--- src/rtl/midi_message_tx_if.sv ---
// Message posting port for midi_message_tx: one whole MIDI message per handshake.
// Latency: none, this is a plain signal bundle.
// Backpressure: the producer holds msg_valid and the message until msg_ready is seen high on a clock edge.
interface midi_message_tx_if;
   logic       msg_valid;
   logic       msg_ready;
   logic [7:0] status;
   logic [6:0] data1;
   logic [6:0] data2;

   modport master (output msg_valid, status, data1, data2, input msg_ready);
   modport slave  (input msg_valid, status, data1, data2, output msg_ready);
endinterface

--- src/rtl/midi_message_tx.sv ---
// MIDI OUT transmitter: message FIFO feeding a gap-free 8N1 serializer with optional running status.
// Latency: message accepted at edge N into an idle block puts the start bit on MIDI_TX from edge N+2.
// Backpressure: msg_ready is low while the message FIFO is full; it never depends on msg_valid.
module midi_message_tx #(
   parameter int CLK_HZ         = 50000000,
   parameter int BAUD           = 31250,
   parameter int FIFO_DEPTH     = 4,
   parameter bit RUNNING_STATUS = 1'b1
) (
   input  logic             CLOCK_50,
   input  logic             rst_n,
   midi_message_tx_if.slave msg,
   output logic             MIDI_TX,
   output logic             busy,
   output logic             err
);
   localparam int BIT_TICKS = CLK_HZ / BAUD;
   localparam int TW        = $clog2(BIT_TICKS);
   localparam int AW        = $clog2(FIFO_DEPTH);
   localparam logic [TW-1:0] TICK_LAST = TW'(BIT_TICKS - 1);
   localparam logic [TW-1:0] TICK_ONE  = TW'(1);
   localparam logic [AW:0]   CNT_FULL  = (AW+1)'(FIFO_DEPTH);
   localparam logic [AW:0]   CNT_ONE   = (AW+1)'(1);
   localparam logic [AW-1:0] PTR_ONE   = AW'(1);

   typedef enum logic [1:0] {IDLE, START, DATA, STOP} state_t;

   state_t        state_q;
   logic [TW-1:0] tick_q;
   logic [2:0]    bit_q;
   logic [7:0]    shift_q;
   logic [6:0]    byte1_q;
   logic [6:0]    byte2_q;
   logic [1:0]    rem_q;
   logic [7:0]    last_q;
   logic          tx_q;
   logic          busy_q;
   logic          err_q;
   logic          ready_q;

   // Message storage: {status, data1, data2} per entry.
   logic [21:0]   mem_q [FIFO_DEPTH];
   logic [AW-1:0] wptr_q, rptr_q;
   logic [AW:0]   cnt_q, cnt_d;

   logic tick_last, push, pop;
   logic [7:0] pop_st;
   logic [6:0] pop_d1, pop_d2;
   logic pop_len3, pop_len2, pop_skip;

   assign tick_last = (tick_q == TICK_LAST);
   // Messages with a clear status MSB are dropped at the door and only flagged.
   assign push = msg.msg_valid && ready_q && msg.status[7];
   // A message leaves the FIFO when the serializer is idle, or on the last stop-bit cycle of the previous message.
   assign pop  = (cnt_q != '0) &&
                 ((state_q == IDLE) || ((state_q == STOP) && tick_last && (rem_q == 2'd0)));

   assign {pop_st, pop_d1, pop_d2} = mem_q[rptr_q];
   assign pop_len3 = (pop_st[7:6] == 2'b10) || (pop_st[7:4] == 4'hE);
   assign pop_len2 = (pop_st[7:5] == 3'b110);
   // Skip is decided against last_status as it stands at pop time, not at accept time.
   assign pop_skip = RUNNING_STATUS && (pop_st[7:4] != 4'hF) && (pop_st == last_q);

   assign msg.msg_ready = ready_q;
   assign MIDI_TX       = tx_q;
   assign busy          = busy_q;
   assign err           = err_q;

   // Occupancy next-state: a simultaneous push and pop leaves the count unchanged.
   always_comb begin
      cnt_d = cnt_q;
      if (push && !pop) begin
         cnt_d = cnt_q + CNT_ONE;
      end else if (pop && !push) begin
         cnt_d = cnt_q - CNT_ONE;
      end
   end

   // Message payload storage; contents are don't-care until written.
   always_ff @(posedge CLOCK_50) begin
      if (push) begin
         mem_q[wptr_q] <= {msg.status, msg.data1, msg.data2};
      end
   end

   // FIFO pointers, count and the registered not-full flag.
   always_ff @(posedge CLOCK_50 or negedge rst_n) begin
      if (!rst_n) begin
         wptr_q  <= '0;
         rptr_q  <= '0;
         cnt_q   <= '0;
         ready_q <= 1'b1;
      end else begin
         if (push) wptr_q <= wptr_q + PTR_ONE;
         if (pop)  rptr_q <= rptr_q + PTR_ONE;
         cnt_q   <= cnt_d;
         ready_q <= (cnt_d != CNT_FULL);
      end
   end

   // Serializer FSM with running-status tracking; the line register follows the state one cycle later.
   always_ff @(posedge CLOCK_50 or negedge rst_n) begin
      if (!rst_n) begin
         state_q <= IDLE;
         tick_q  <= '0;
         bit_q   <= 3'd0;
         shift_q <= 8'h00;
         byte1_q <= 7'h00;
         byte2_q <= 7'h00;
         rem_q   <= 2'd0;
         last_q  <= 8'h00;
         tx_q    <= 1'b1;
         busy_q  <= 1'b0;
         err_q   <= 1'b0;
      end else begin
         tx_q   <= (state_q == START) ? 1'b0 : (state_q == DATA) ? shift_q[0] : 1'b1;
         busy_q <= (state_q != IDLE) || (cnt_q != '0);
         err_q  <= msg.msg_valid && ready_q && !msg.status[7];

         if (pop) begin
            if (pop_skip) begin
               shift_q <= {1'b0, pop_d1};
               byte1_q <= pop_d2;
               rem_q   <= pop_len3 ? 2'd1 : 2'd0;
            end else begin
               shift_q <= pop_st;
               byte1_q <= pop_d1;
               byte2_q <= pop_d2;
               rem_q   <= pop_len3 ? 2'd2 : (pop_len2 ? 2'd1 : 2'd0);
            end
            // Channel messages become the running status; system common clears it; real-time keeps it.
            if (pop_st[7:4] != 4'hF) begin
               last_q <= pop_st;
            end else if (!pop_st[3]) begin
               last_q <= 8'h00;
            end
         end

         case (state_q)
            IDLE: begin
               if (pop) begin
                  state_q <= START;
                  tick_q  <= '0;
               end
            end
            START: begin
               if (tick_last) begin
                  tick_q  <= '0;
                  bit_q   <= 3'd0;
                  state_q <= DATA;
               end else begin
                  tick_q <= tick_q + TICK_ONE;
               end
            end
            DATA: begin
               if (tick_last) begin
                  tick_q  <= '0;
                  shift_q <= {1'b0, shift_q[7:1]};
                  if (bit_q == 3'd7) begin
                     state_q <= STOP;
                  end else begin
                     bit_q <= bit_q + 3'd1;
                  end
               end else begin
                  tick_q <= tick_q + TICK_ONE;
               end
            end
            STOP: begin
               if (tick_last) begin
                  tick_q <= '0;
                  if (rem_q != 2'd0) begin
                     shift_q <= {1'b0, byte1_q};
                     byte1_q <= byte2_q;
                     rem_q   <= rem_q - 2'd1;
                     state_q <= START;
                  end else if (pop) begin
                     state_q <= START;
                  end else begin
                     state_q <= IDLE;
                  end
               end else begin
                  tick_q <= tick_q + TICK_ONE;
               end
            end
            default: state_q <= IDLE;
         endcase
      end
   end
endmodule
--- src/flat_wrapper.sv ---
// flat-port wrapper written by rule: the top's interface ports become plain ports
module midi_message_tx_flat 
#(
   parameter int CLK_HZ         = 50000000,
   parameter int BAUD           = 31250,
   parameter int FIFO_DEPTH     = 4,
   parameter bit RUNNING_STATUS = 1'b1
)
  (CLOCK_50, rst_n, MIDI_TX, busy, err, msg_msg_valid, msg_status, msg_data1, msg_data2, msg_msg_ready);
  midi_message_tx_if msg_i ();
  input  logic CLOCK_50;
  input  logic rst_n;
  output logic MIDI_TX;
  output logic busy;
  output logic err;
  input wire logic [$bits(msg_i.msg_valid)-1:0] msg_msg_valid;
  input wire logic [$bits(msg_i.status)-1:0] msg_status;
  input wire logic [$bits(msg_i.data1)-1:0] msg_data1;
  input wire logic [$bits(msg_i.data2)-1:0] msg_data2;
  output wire logic [$bits(msg_i.msg_ready)-1:0] msg_msg_ready;
  assign msg_i.msg_valid = msg_msg_valid;
  assign msg_i.status = msg_status;
  assign msg_i.data1 = msg_data1;
  assign msg_i.data2 = msg_data2;
  assign msg_msg_ready = msg_i.msg_ready;
  midi_message_tx #(.CLK_HZ(CLK_HZ), .BAUD(BAUD), .FIFO_DEPTH(FIFO_DEPTH), .RUNNING_STATUS(RUNNING_STATUS)) u_core (.CLOCK_50(CLOCK_50), .rst_n(rst_n), .msg(msg_i), .MIDI_TX(MIDI_TX), .busy(busy), .err(err));
endmodule
--- config.mk ---
export PLATFORM = sky130hd
export DESIGN_NAME = midi_message_tx_flat
export DESIGN_NICKNAME = d
export VERILOG_FILES = /design/src/rtl/midi_message_tx_if.sv /design/src/rtl/midi_message_tx.sv /design/src/flat_wrapper.sv
export SDC_FILE = /design/constraint.sdc
export NUM_CORES = 1
export LEC_CHECK = 0
export BUFFER_PORTS_ARGS = -buffer_cell sky130_fd_sc_hd__clkbuf_2
export CAP_MARGIN = 25
export CORE_ASPECT_RATIO = 1.2
export CORE_UTILIZATION = 55
export DETAILED_ROUTE_END_ITERATION = 8
export PLACE_DENSITY = 0.75
export SETUP_SLACK_MARGIN = 0.5
export SYNTH_ARGS = -nofsm -noshare
export SYNTH_HDL_FRONTEND = slang
export SYNTH_SLANG_ARGS = --single-unit
--- constraint.sdc ---
create_clock -name CLOCK_50 -period 2.8 [get_ports CLOCK_50]
set_input_delay 0.14 -clock CLOCK_50 [delete_from_list [all_inputs] [get_ports CLOCK_50]]
set_output_delay 0.14 -clock CLOCK_50 [all_outputs]
set_load 0.01 [all_outputs]
* Yosys cells after proc, flatten, opt, wreduce, memory -nomap -nowiden *
Memory sizes are Yosys's and may differ from the RTL's.
Index checks and enable logic that the tools add are counted.

operators by class
  eq/ne operators = 18
  $add $sub $neg = 7
  reductions and logical operators = 26
  order comparisons = 0
  multiplexer cells = 42
  divide/modulo/power cells = 0
  multiply operators = 0
  bitwise gates (word level) = 1
  shift-type cells = 0

operators by type and width
  kind                                                                     number
  8-bit two-way mux                                                        7
  7-bit two-way mux                                                        5
  2-bit two-way mux                                                        12
  11-bit two-way mux                                                       2
  11-bit case mux with 2 select lines                                      1
  8-bit case mux with 2 select lines                                       1
  3-bit two-way mux                                                        5
  11-bit by 1-bit adder with 11-bit output, second input constant          1
  11-bit == test, second input constant                                    1
  1-bit logical AND                                                        9
  8-bit == test                                                            1
  2-bit by 1-bit inequality test with 1-bit output, second input constant  4
  2-bit case mux with 4 select lines                                       1
  1-bit two-way mux                                                        7
  3-bit by 1-bit adder with 3-bit output, second input constant            2
  2-bit == test, second input constant                                     3
  3-bit == test, second input constant                                     2
  2-bit inequality test, second input constant                             3
  3-bit case mux with 2 select lines                                       1
  2-bit nonzero test                                                       3
  5-bit AND reduction                                                      1
  2-bit by 1-bit adder with 2-bit output, second input constant            2
  4-bit == test, second input constant                                     1
  2-bit logical NOT                                                        2
  12 further kinds                                                         17

storage, ports and cells
  bits in registers = 59
  bits in writable memories = 88
  memories = 1
  bits in read-only memories = 0
  latch bits = 0
  word-level logic and storage cells = 110

memory list
  memory        depth  bits a word  rd ports  clocked after Yosys merged registers in  wr ports  RTL line               source
  u_core.mem_q  4      22           1         0                                        1         midi_message_tx.sv:42  logic [21:0] mem_q [FIFO_DEPTH];

* Depth between registers and ports, before layout *
  depth in word-level cells = 9
  gate-level depth with buffers = 10

* Least setup slack after synthesis *
OpenSTA, ideal clock, no wires.

  path type = register to register
  from = register u_core.rptr_q[1]
  to = register u_core.byte2_q[0]
  required time = 2675 ps
  data arrival time = 2488 ps
  slack = 187 ps
  stages on the path, launching flop included = 9
  cells stage by stage = dfrtp_1 > clkbuf_1 > mux4_2 > xnor2_1 > nand4_4 > nor3_4 > nand2b_1 > buf_6 > mux2_4

on the way
  cells in the longest elaborated chain, start to end = 5

RTL lines
  what                                                    RTL line                source
  from (decl)                                             midi_message_tx.sv:43   logic [AW-1:0] wptr_q, rptr_q;
  from (signal assigned)                                  midi_message_tx.sv:95   if (pop) rptr_q <= rptr_q + PTR_ONE;
  memory read 4 x 22 bit (*)                              n/a
  8-bit == test or 4-bit inequality test (tied branches)  midi_message_tx.sv:62   assign pop_skip = RUNNING_STATUS && (pop_st[7:4] != 4'hF) && (pop_st == last_q);
  1-bit logical AND                                       midi_message_tx.sv:62
  1-bit NOT (no line)                                     n/a
  2-bit AND reduction (no line)                           n/a
  to (signal assigned)                                    midi_message_tx.sv:128  byte2_q <= pop_d2;
  to (decl)                                               midi_message_tx.sv:33   logic [6:0] byte2_q;

Every way passes the cells marked *; elsewhere a longest branch is shown, timed or not.
A chain may end at the register's enable or synchronous reset.

* Worst setup path after layout *
  from = register u_core.rptr_q[0]
  to = register u_core.byte2_q[0]

The elaborated chain is that of the path after synthesis.

==> results.yml <==
timing:
  rsz0062_at_grt: "yes"
  timing.fmax_mhz: 396
  setup_viol_count_final: 0
  fin_worst_skew_ns: 0.0102
  finalMaxSlewViolations: 0
  hold_viol: 0
  worstMarginPinSlew_ns: 0.759
  fin_crit_ns: 2.52
  finalSetupTns_ns: 0
  post-route-period-util_pct: 90.1
  slew_headroom_pct: 49.4
yosys:
  synth.area.top_cells: "edfxtp_1 (40%), dfrtp_1 (22%), mux4_2 (6.5%)"
  yosysWarnings: 0
  synth-edff-count: 88
  synth-seq-area-share_pct: 62.9
  synth.top_cell.area_share_pct: 40.3
  ys_ff_latch: 147
  yosysUniqueCellTypes: 59
  syn_nets: 489
  syn_area_per_cell_um2: 14.6
  synth_async_sr_flop_share_pct: 40.1
  synth_area_um2: 6550
  synth_ff_type: "edfxtp_1"
  netlist_instances: 449
  synth_area_leader_cell: "edfxtp_1"
global_routing:
  grt_use_total_pct: 25.9
  grt_pass1_wl_mm: 23.1
  grt_max_degree: 60
  overflow: 0
  grt_pass1_vias: 4403
  antenna_found_initial: 0
worst_setup_path:
  cp_data_required_time_ns: 3.11
  critPathArrivalTime_ns: 2.83
  cp-start-kind: "flop"
  cp_max_fo: 9
  end_kind: "flop"
  path_class: "flop to flop"
routing:
  wire_per_inst_um: 21.3
  first_pass_iters: 4
  viasPerCell: 6.05
  vias: 4229
  wl_mm: 14.9
  antenna_left: 0
  drtIter0Drc: 317
  drc: 0
die:
  die_w_um: 102
  dieArea_um2: 12400
  dieHeight_um: 122
  rows: 43
  start_util_pct: 56.6
  ioPinCount: 29
  core_region_area_um2: 11600
power_and_ir_drop:
  pwr-share-comb_pct: 10.4
  p_per_area_nw_per_um2: 669
  leakage_nw: 3.12
  swShare_pct: 25.8
  p_seq_share_pct: 48.1
  p_switching_mw: 1.39
  p_clk_share_pct: 41.5
  ir_drop_uv: 587
  p_total_mw: 5.39
  power.internal_mw: 4.00
place:
  gp_congestion: 0.858
  io_buffers: 28
  dp_hpwl_mm: 8.38
  dp.cells: 629
min_path:
  hp-class: "input pin to asynchronous set/reset pin"
cts:
  cts.htree.levels: 4
  clk_pin_slew_ns: 0.06
  cts.sinks: 147
  root_buffer: "clkbuf_16"
  cts_buffers: 17
  cts_max_path_buffers: 2
  cts_tree: "done"
  clock_latency_ns: 0.43
cells_and_area:
  layoutNonFillerInstCount: 699
  drive_above_1_share_pct: 29.0
  layout.nets: 569
  fill_cells: 747
  multiInputGateArea_um2: 2460
  layout.cells.most_common: "edfxtp_1"
  synthToLayoutAreaGrowth_pct: 23.1
  register_area_um2: 4120
  diodes: 0
  final_cell_mix: "edfxtp_1 (88), dfrtp_1 (56), nand2_1 (35)"
run:
  drv_cap: 0
status:
  status: "finished clean"
==> worst max-delay path, cell delays in order, from the launching register on <==
cell,delay (ns)
dfrtp_2,0.39
buf_12,0.15
mux4_2,0.59
xnor2_2,0.23
nand4_4,0.19
nor3_4,0.24
nand2b_1,0.14
buf_6,0.16
mux2_4,0.31
==> routing by layer <==
| layer | vias to the layer above | GRT usage (%) | routed length, µm |
|---|---|---|---|
| met2 | 115 | 44.5 | 7920 |
| li1 | 1905 | - | - |
| met3 | 49 | 6.02 | 496 |
| met5 | - | 0 | 0 |
| met1 | 2160 | 29.8 | 5870 |
| met4 | 0 | 13.8 | 622 |
==> path summary, 6_finish.rpt <==
kind | from | to | slack, ns | depth (start not counted)
max | u_core.rptr_q[0]$_DFFE_PN0N_ | u_core.byte2_q[0]$_DFFE_PN0P_ | 0.28 | 8
min | rst_n | u_core.tick_q[1]$_DFFE_PN0N_ | 0.41 | 3
max reg2reg | u_core.rptr_q[0]$_DFFE_PN0N_ | u_core.byte2_q[0]$_DFFE_PN0P_ | 0.28 | 8
min reg2reg | u_core.tick_q[10]$_DFFE_PN0N_ | u_core.tick_q[10]$_DFFE_PN0N_ | 0.48 | 1
max in group asynchronous | rst_n | u_core.rptr_q[0]$_DFFE_PN0N_ | 1.85 | 3
min in group CLOCK_50 | msg_status[6] | u_core.mem_q[1][20]$_DFFE_PP_ | 0.48 | 2
==> stage by stage <==
| step | util, % | cell area [µm²] | setup WS, ns | hold WS, ns |
|---|---|---|---|---|
| floorplan | - | 6610 | 0.190 | -0.156 |
| global placement | 60.1 | 6950 | 0.176 | 0.341 |
| detailed placement | 60.1 | 6950 | 0.122 | 0.348 |
| CTS | 69.0 | 7980 | 0.336 | 0.429 |
| global route | 69.7 | 8070 | 0.173 | 0.476 |
| finish | 69.7 | 8070 | 0.277 | 0.411 |
==> flip-flops by register name (all words and copies together) (netlist names), 2 cells and up <==
| register | flops |
|---|---|
| u_core.mem_q | 88 |
| u_core.tick_q | 11 |
| u_core.last_q | 8 |
| u_core.shift_q | 8 |
| u_core.byte1_q | 7 |
| u_core.byte2_q | 7 |
| u_core.bit_q | 3 |
| u_core.cnt_q | 3 |
| u_core.rem_q | 2 |
| u_core.rptr_q | 2 |
| u_core.state_q | 2 |
| u_core.wptr_q | 2 |
==> final cells by class <==
cell class              instances  share of cell area (%)
clock buffers                  17                    5.27
clock inverters                15                    1.99
inverters                      11                   0.512
multi-input cells             271                    30.5
flip-flops and latches        147                    51.1
well taps                     157                    2.43
repair buffers                 81                    8.19
==> synth_stat cells, types with 2 or more instances <==
cell and n:
dfrtp_1 57, a211o_1 2, edfxtp_1 88, o21ai_0 27, clkbuf_1 13, a32o_1 3, or4_1 2, dfstp_2 2
xor2_1 2, nand4_1 3, o31ai_1 4, buf_6 2, mux4_1 3, a31oi_1 2, or3_1 7, buf_1 2
nand2_1 36, nor3_1 2, xnor2_2 4, xnor2_1 8, mux2_4 7, ha_1 15, and3_1 6, mux4_2 19
buf_2 2, nand3_1 4, o211ai_1 5, a21oi_1 14, and2_1 6, nor2b_1 5, nor2_1 12, o221ai_1 8
mux2i_1 7, o21ai_1 17, a22o_1 19, inv_1 11
==> timing repair <==
item	in CTS	in global routing
cloned	1	0
resized for setup	21	16
setup buffers	9	3
setup endpoints to repair	33	35
hold endpoints to repair	146	0
hold buffers	25	0
pin swaps	4	4
==> logic make-up (layout without fill, tap and decap cells) <==
logic type | after synthesis | count (layout) | share of synthesized area, %
DFF | 147 | 147 | 62.9
AOI/OAI and AO/OA | 112 | 112 | 11.4
and+or+nand+nor | 93 | 93 | 7.62
muxes | 37 | 37 | 10.6
buffers and inverters | 31 | 124 | 2.29
adders and majority gates | 15 | 15 | 2.86
xor gates and xnor gates | 14 | 14 | 2.33
==> power by group through the flow <==
| stage | logic, mW | clock network, mW | registers, mW |
|---|---|---|---|
| global route | 0.618 | 2.35 | 2.61 |
| floorplan | 0.307 | 0 | 2.60 |
| detailed placement | 0.481 | 0 | 2.62 |
| CTS | 0.537 | 2.27 | 2.58 |
| finish | 0.561 | 2.24 | 2.59 |
| global placement | 0.454 | 0 | 2.60 |
(Power assumes the default switching activity.)
